===== src/rtl/pll_lock_ctrl.sv =====
// iCE40 PLL start-up/recovery sequencer on the free-running reference clock:
// drives RESETB, qualifies LOCK, retries on timeout and issues system reset/status.
module pll_lock_ctrl #(
  parameter int PLL_RST_CYCLES = 16,
  parameter int LOCK_TIMEOUT   = 4096,
  parameter int LOCK_STABLE    = 256,
  parameter int MAX_RETRY      = 7,
  parameter int RETRY_W        = 4
) (
  input  logic               clk_in,
  input  logic               reset,
  input  logic               pll_lock,
  input  logic               soft_restart,
  output logic               pll_resetb,
  output logic               sys_reset,
  output logic               ready,
  output logic               fail,
  output logic [RETRY_W-1:0] retry_count,
  output logic [7:0]         lock_loss_count
);

  localparam int TMAX0 = (PLL_RST_CYCLES > LOCK_TIMEOUT) ? PLL_RST_CYCLES : LOCK_TIMEOUT;
  localparam int TMAX  = (TMAX0 > LOCK_STABLE) ? TMAX0 : LOCK_STABLE;
  localparam int TW    = $clog2(TMAX);

  typedef enum logic [2:0] {
    PLL_RST   = 3'd0,
    WAIT_LOCK = 3'd1,
    STABLE    = 3'd2,
    RUN       = 3'd3,
    FAIL      = 3'd4
  } state_t;

  state_t             state_q, state_d;
  logic [TW-1:0]      timer_q, timer_d;
  logic [RETRY_W-1:0] retry_q, retry_d;
  logic [7:0]         llc_q, llc_d;
  logic               lock_meta_q, lock_s_q;
  logic               pll_resetb_q, pll_resetb_d;
  logic               sys_reset_q, sys_reset_d;
  logic               ready_q, ready_d;
  logic               fail_q, fail_d;

  // Two-flop synchroniser for the asynchronous LOCK output.
  always_ff @(posedge clk_in or posedge reset) begin
    if (reset) begin
      lock_meta_q <= 1'b0;
      lock_s_q    <= 1'b0;
    end else begin
      lock_meta_q <= pll_lock;
      lock_s_q    <= lock_meta_q;
    end
  end

  always_ff @(posedge clk_in or posedge reset) begin
    if (reset) begin
      state_q      <= PLL_RST;
      timer_q      <= '0;
      retry_q      <= '0;
      llc_q        <= '0;
      pll_resetb_q <= 1'b0;
      sys_reset_q  <= 1'b1;
      ready_q      <= 1'b0;
      fail_q       <= 1'b0;
    end else begin
      state_q      <= state_d;
      timer_q      <= timer_d;
      retry_q      <= retry_d;
      llc_q        <= llc_d;
      pll_resetb_q <= pll_resetb_d;
      sys_reset_q  <= sys_reset_d;
      ready_q      <= ready_d;
      fail_q       <= fail_d;
    end
  end

  always_comb begin
    state_d = state_q;
    timer_d = timer_q;
    retry_d = retry_q;
    llc_d   = llc_q;
    case (state_q)
      PLL_RST: begin
        if (timer_q == TW'(PLL_RST_CYCLES - 1)) begin
          state_d = WAIT_LOCK;
          timer_d = '0;
        end else begin
          timer_d = timer_q + 1'b1;
        end
      end
      WAIT_LOCK: begin
        if (lock_s_q) begin
          state_d = STABLE;
          timer_d = '0;
        end else if (timer_q == TW'(LOCK_TIMEOUT - 1)) begin
          timer_d = '0;
          if (retry_q == RETRY_W'(MAX_RETRY)) begin
            state_d = FAIL;
          end else begin
            retry_d = retry_q + 1'b1;
            state_d = PLL_RST;
          end
        end else begin
          timer_d = timer_q + 1'b1;
        end
      end
      STABLE: begin
        // A dropout restarts the full lock wait without costing a retry.
        if (!lock_s_q) begin
          state_d = WAIT_LOCK;
          timer_d = '0;
        end else if (timer_q == TW'(LOCK_STABLE - 1)) begin
          state_d = RUN;
          timer_d = '0;
        end else begin
          timer_d = timer_q + 1'b1;
        end
      end
      RUN: begin
        if (!lock_s_q) begin
          if (llc_q != 8'hFF) llc_d = llc_q + 1'b1;
          state_d = PLL_RST;
          timer_d = '0;
        end
      end
      FAIL: begin
        timer_d = '0;
      end
      default: begin
        state_d = PLL_RST;
        timer_d = '0;
      end
    endcase
    // Soft restart overrides the transition but keeps any lock-loss count taken above.
    if (soft_restart) begin
      state_d = PLL_RST;
      timer_d = '0;
      retry_d = '0;
    end
    pll_resetb_d = !((state_d == PLL_RST) || (state_d == FAIL));
    sys_reset_d  = (state_d != RUN);
    ready_d      = (state_d == RUN);
    fail_d       = (state_d == FAIL);
  end

  assign pll_resetb      = pll_resetb_q;
  assign sys_reset       = sys_reset_q;
  assign ready           = ready_q;
  assign fail            = fail_q;
  assign retry_count     = retry_q;
  assign lock_loss_count = llc_q;

endmodule


===== config.mk =====
export PLATFORM = sky130hd
export DESIGN_NAME = pll_lock_ctrl
export DESIGN_NICKNAME = d
export VERILOG_FILES = /design/src/rtl/pll_lock_ctrl.sv
export SDC_FILE = /design/constraint.sdc
export NUM_CORES = 1
export LEC_CHECK = 0
export ABC_AREA = 1
export ABC_CLOCK_PERIOD_IN_PS = 4300
export BUFFER_PORTS_ARGS = -buffer_cell sky130_fd_sc_hd__buf_4
export CAP_MARGIN = 20
export CORE_MARGIN = 2
export CORE_UTILIZATION = 45
export CTS_CLUSTER_DIAMETER = 60
export DETAILED_ROUTE_END_ITERATION = 10
export SLEW_MARGIN = 0
export SYNTH_ARGS = -nofsm -noshare
export SYNTH_HDL_FRONTEND = slang
export SYNTH_SLANG_ARGS = --single-unit

===== constraint.sdc =====
create_clock -name clk_in -period 4.3 [get_ports clk_in]
set_input_delay 0.215 -clock clk_in [delete_from_list [all_inputs] [get_ports clk_in]]
set_output_delay 0.215 -clock clk_in [all_outputs]
set_load 0.05 [all_outputs]

==> impl_metrics.tcl, run 1 <==
set metrics [dict create \
    outcome "complete, no violations" \
    area_growth_pct 16.89 \
    synth_edf_count 0 \
    synth.avg_cell_area_sq_um 7.978 \
    cp_data_required_time_ns 4.48 \
    initial_utilization 0.4667 \
    die_area_sq_um 4680 \
    vias 1507 \
    wl_microns 3534 \
    holdBufCountCts 0 \
    period_minus_slack_ns 1.609 \
    vdd_ir_drop_max_v 0.0002496 \
    relSlewSlack 0.6340 \
    cts_num_sinks 33 \
    die_height_microns 68.41 \
    synth_common_cells "nand2_1 (55), dfrtp_1 (32), inv_1 (32)" \
    netlist_area_sq_um 1867 \
    tightest_slew_ns 0.5460 \
    path_class "register to register" \
    synth_flop_cell "dfrtp_1" \
    synth.top_cells.by_area "dfrtp_1 (43%), nand2_1 (11%), inv_1 (6.4%)" \
    p_leak_nw 1.073 \
    ctsRootBufferMaster "clkbuf_8" \
    place_hpwl_microns 2602 \
    max_freq_ghz 0.6213 \
    vias_per_cell 4.846 \
    io_buffers 19 \
    core_sq_um 4000 \
    num_antenna_cells 0 \
    gp_congestion 0.8335 \
    remaining_drc_errors 0 \
    power_density_nw_per_um2 312.1 \
    clk_pin_slew_ns 0.07 \
    dpl.cell_count 303 \
    syn-num-nets 241 \
    synthCells 234 \
    nets 267 \
    clkLatencyLatePin_ns 0.28 \
    yosys_warnings 0 \
    crit_path_max_fanout 5 \
    hold_viol_final 0 \
    cts_made_buffers 5 \
    synth_seq_area_share 0.4430 \
    post-route-period-util 0.3743 \
    grt_pass1_wl_microns 6003 \
    row_count 23 \
    hp-class "input port to async pin" \
    grt_max_degree 34 \
    ys_types 29 \
    die_x_microns 68.41 \
    clk_path_buf_depth 2 \
    synthArstFlopShare 1.000 \
    cts_setup_buffers 0 \
    cp-start-kind "register" \
    grt_antenna_before_repair 0 \
    fin_cells 311 \
    max_cap_violations 0 \
    drtIter0Drc 113 \
    cp.arrival_ns 1.79 \
    setup_tns_ns 0 \
    drv_slew 0 \
    wl_per_cell_microns 11.36 \
    h-tree-depth 2 \
    grt_pass1_vias 1350 \
    rsz0062_at_grt "no" \
    ys_ff_latch 33 \
    io_pins 20 \
    yosysMostFrequentCell "nand2_1" \
    cts_tree "built" \
    ant_nets 0 \
    grt_usage 0.1737 \
    grt_overflow 0 \
    p_total_uw 681.0 \
    worst_setup_path_end_kind "register" \
    setup_violations 0 \
    first_pass_iters 4 \
    fin_skew_ns 0.006787 \
    synth_top_cell_by_area "dfrtp_1" \
    drive_gt1_frac 0.2222 \
    cts_resized 0 \
    yosysTopAreaCellShare 0.4290 \
]
[placed cells by master, fill, tap and decap left out, drive strengths merged]
master,count
xor2,9
clkbuf,7
nor3,4
clkinv,1
dfrtp,32
nor2,22
bufinv,1
a21boi,1
or2,3
nand3,20
o22ai,1
a21oi,12
a2bb2oi,1
buf,20
inv,34
nand3b,2
o21ai,18
ha,3
o21bai,1
nand2,65
dfstp,1
nand4,3
[registers in the layout (all words and copies together), names as in the netlist]
signal,cells
timer_q,12
lock_loss_count,8
retry_count,4
state_q,3
fail,1
lock_meta_q,1
lock_s_q,1
pll_resetb,1
ready,1
sys_reset,1
[final timing paths]
check / from / slack (ns) / cells after the start / to
max: timer_q[0] / 2.69 / 10 / timer_q[7]
min: reset / 0.02 / 3 / lock_loss_count[3]
max reg2reg: timer_q[0] / 2.69 / 10 / timer_q[7]
min reg2reg: lock_meta_q / 0.35 / 0 / lock_s_q
max in group asynchronous: reset / 3.95 / 3 / sys_reset
min in group clk_in: pll_lock / 0.03 / 1 / lock_meta_q
[metrics by stage]
step | cell area (sq um) | utilization | hold slack [ns] | worst slack, ns
after floorplan | 1867 | - | 0.2464 | 2.723
after global placement | 2066 | 0.5164 | 0.3247 | 2.693
after detailed placement | 2066 | 0.5164 | 0.3253 | 2.683
after CTS | 2182 | 0.5455 | 0.02554 | 2.678
after global routing | 2182 | 0.5455 | 0.02013 | 2.520
final | 2182 | 0.5455 | 0.02347 | 2.691
[metal layers]
metal	global-route usage	vias to the layer above	wire length, microns	part of all wire
met2	0.2644	22	1566	0.44
met5	0	-	0	0
met1	0.2344	684	1790	0.51
met4	0.06750	0	52	0.015
met3	0.04605	5	125	0.035
li1	-	796	-	-
[critical path: stages, from the launching register on]
cell	delay, ns
dfrtp_1	0.40
ha_1	0.22
nand3_2	0.13
clkinv_1	0.12
nand3_1	0.11
nand2_2	0.09
nand3_2	0.14
nand2_2	0.10
nand3_1	0.08
nand2_1	0.08
inv_1	0.03
[final cells by class]
class | instances | area (sq um)
multi-input combinational | 165 | 894.6
sequential | 33 | 827.0
tap | 50 | 62.56
clock inverter | 1 | 30.03
timing repair buffer | 20 | 150.1
inverter | 35 | 131.4
fill | 377 | 1818
clock buffer | 7 | 86.33
[power by group]
part / total, mW / internal (mW) / leakage (nW) / switching (mW)
logic: 0.0564 / 0.0186 / 0.566 / 0.0378
registers: 0.327 / 0.318 / 0.449 / 0.00886
clock network: 0.298 / 0.189 / 0.0585 / 0.109
[kinds of logic (layout without fill, tap and decap cells)]
group / count (synthesis) / in the layout / share of synthesized area
and+or+nand+nor: 119 / 119 / 0.3184
buffers and inverters: 36 / 63 / 0.07775
AOI/OAI and AO/OA: 34 / 34 / 0.09853
DFF: 33 / 33 / 0.4430
xor gates and xnor gates: 9 / 9 / 0.04223
adders and majority gates: 3 / 3 / 0.02011
Note: power is estimated with default switching activity, not from simulation.
==> run 2: changes to the inputs <==
--- a/config.mk
+++ b/config.mk
@@ -6,7 +6,7 @@
 export NUM_CORES = 1
 export LEC_CHECK = 0
 export ABC_AREA = 1
-export ABC_CLOCK_PERIOD_IN_PS = 4300
+export ABC_CLOCK_PERIOD_IN_PS = 1500
 export BUFFER_PORTS_ARGS = -buffer_cell sky130_fd_sc_hd__buf_4
 export CAP_MARGIN = 20
 export CORE_MARGIN = 2
==> constraint.sdc (replaced) <==
create_clock -name clk_in -period 1.5 [get_ports clk_in]
set_input_delay 0.075 -clock clk_in [delete_from_list [all_inputs] [get_ports clk_in]]
set_output_delay 0.075 -clock clk_in [all_outputs]
set_load 0.05 [all_outputs]
==> run 2 against run 1 <==
  * Via count is 9.1% higher
  * Flip-flop and latch count stayed put
  * Sequential share of layout area shrank 5.1 points
  * Die area is the same
  * Design area up 17%
  * First-iteration DRC count is 0.88% lower
  * Utilization up 9.3 points
  * Worst hold slack gained 0.33 ns
  * Combinational power increased to 3.7 times the previous value
  * Count of clock-buffer cells in the layout decreased by 1
  * Critical path type unchanged
  * Largest cell class unchanged
  * Highest routed layer unchanged
==> impl_metrics.tcl, run 2 (synthesis results as in run 1) <==
set metrics [dict create \
    place_hpwl_microns 2798 \
    relSlewSlack 0.7188 \
    cpMaxStageDelayCell "dfrtp_1" \
    cp.arrival_ns 1.68 \
    fin_util 0.6384 \
    vdd_ir_drop_max_v 0.0006235 \
    die_area_sq_um 4680 \
    ctsRootBufferMaster "clkbuf_8" \
    cell_internal_pwr_mw 1.315 \
    io_buffers 19 \
    final_cell_area_sq_um 2554 \
    grt_max_degree 34 \
    hp-class "register to register" \
    combPwrFrac 0.116 \
    worst_setup_path_end_kind "register" \
    top_register "timer_q" \
    crit_buf_inv 4 \
    rr_worst_depth 12 \
    final_common_cell "nand2_1" \
    mostFrequentLayoutCells "nand2_1 (49), buf_4 (41), inv_1 (29)" \
    row_count 23 \
    rsz0062_at_grt "yes" \
    wl_per_cell_microns 12.39 \
    gp_congestion 0.8425 \
    crit_path_max_fanout 5 \
    post-route-period-util 0.9716 \
    dpl.cell_count 314 \
    initial_utilization 0.4667 \
    drtIter0Drc 112 \
    core_sq_um 4000 \
    critPathTopFamily "simple AND/OR/NAND/NOR gates" \
    period_minus_slack_ns 1.457 \
    nets 292 \
    cts_num_sinks 33 \
    clk_path_buf_depth 2 \
    worst_slack_ns 0.04263 \
    setup_tns_ns 0 \
    grt_overflow 0 \
    grt_usage 0.1938 \
    die_x_microns 68.41 \
    h-tree-depth 2 \
    die_height_microns 68.41 \
    grt_antenna_before_repair 0 \
    area_growth_pct 36.80 \
    critPathMaxStageDelay_ns 0.42 \
    switching_share 0.2707 \
    cts_made_buffers 5 \
    num_antenna_cells 0 \
    remaining_drc_errors 0 \
    cp_data_required_time_ns 1.72 \
    ant_nets 0 \
    dpl-instance-area_sq_um 2157 \
    first_pass_iters 4 \
    path_class "register to register" \
    cp.depth 12 \
    drive_gt1_frac 0.4126 \
    cp-start-kind "register" \
    drv_slew 0 \
    hold_viol_final 0 \
    grt_pass1_wl_microns 6762 \
    cp_cell_sequence "inv_2 -> nand2_1 -> inv_1 -> nand2_1 -> nor2_4 -> nand2_4 -> inv_1 -> nor2_1 -> nand2_1 -> nand2_2 -> nor2_4 -> inv_2" \
    wl_microns 4162 \
    vias 1644 \
    vias_per_cell 4.893 \
    p_switching_uw 488.2 \
    setup_violations 0 \
    hold_depth 0 \
    p_seq_frac 0.522 \
    pwr-share-clk 0.362 \
    io_pins 20 \
    crit_top_cell "nand2_1" \
    max_freq_ghz 0.6862 \
    outcome "complete, no violations" \
    clk_pin_slew_ns 0.07 \
    cts_tree "built" \
    dp_slack_ns -0.03998 \
    fin_cells 336 \
    fin_skew_ns 0.004840 \
    grt_pass1_vias 1548 \
    power_density_nw_per_um2 706.2 \
    clkLatencyLatePin_ns 0.28 \
    tightest_slew_ns 0.4218 \
    largest_reg_flops 12 \
    p_leak_nw 1.211 \
    max_cap_violations 0 \
]
-- run 2: path summary, 6_finish.rpt --
check	startpoint	end	slack, ns
min in group asynchronous	reset	lock_loss_count[7]	0.43
max in group asynchronous	reset	sys_reset	0.73
setup reg to reg	state_q[2]	sys_reset	0.04
hold / removal	lock_meta_q	lock_s_q	0.36
hold reg to reg	lock_meta_q	lock_s_q	0.36
setup / recovery	state_q[2]	sys_reset	0.04
-- run 2: metrics by stage --
step	hold slack, ns	power [mW]
floorplan	0.1064	1.069
global placement	0.1848	1.128
detailed placement	0.1888	1.129
CTS	0.3651	1.792
global route	0.3659	1.881
finish	0.3583	1.803
-- run 2: area by class of cell --
| cell class | instances | area [sq um] |
|---|---|---|
| inverters | 35 | 137.6 |
| fillers | 344 | 1446 |
| clock inverters | 2 | 10.01 |
| clock buffers | 6 | 72.57 |
| repair buffers | 44 | 337.8 |
| well taps | 50 | 62.56 |
| multi-input cells | 166 | 1096 |
| flip-flops and latches | 33 | 837.1 |
-- run 2: power by group through the flow --
stage               Combinational [mW]  Sequential (mW)  Clock [mW]
global route                     0.232            0.944       0.705
CTS                              0.189            0.935       0.667
detailed placement               0.176            0.953           0
global placement                 0.175            0.952           0
floorplan                       0.0729            0.996           0
finish                           0.210            0.941       0.653
-- run 2: layer usage --
metal  vias up  wire [microns]  track usage
met3         6             164      0.04770
met1       761            1963       0.2608
met2        30            1973       0.2969
met4         0              61      0.07750
met5         -               0            0
li1        847               -            -
-- run 2: what timing repair did --
item / in CTS / in global routing
buffers inserted: 1 / 9
gates resized for setup: 3 / 51
hold buffers: 3 / 0
pin swaps: 0 / 14
endpoints found under the hold margin: 34 / 0
gates cloned: 0 / 1
setup endpoints to repair: 14 / 28
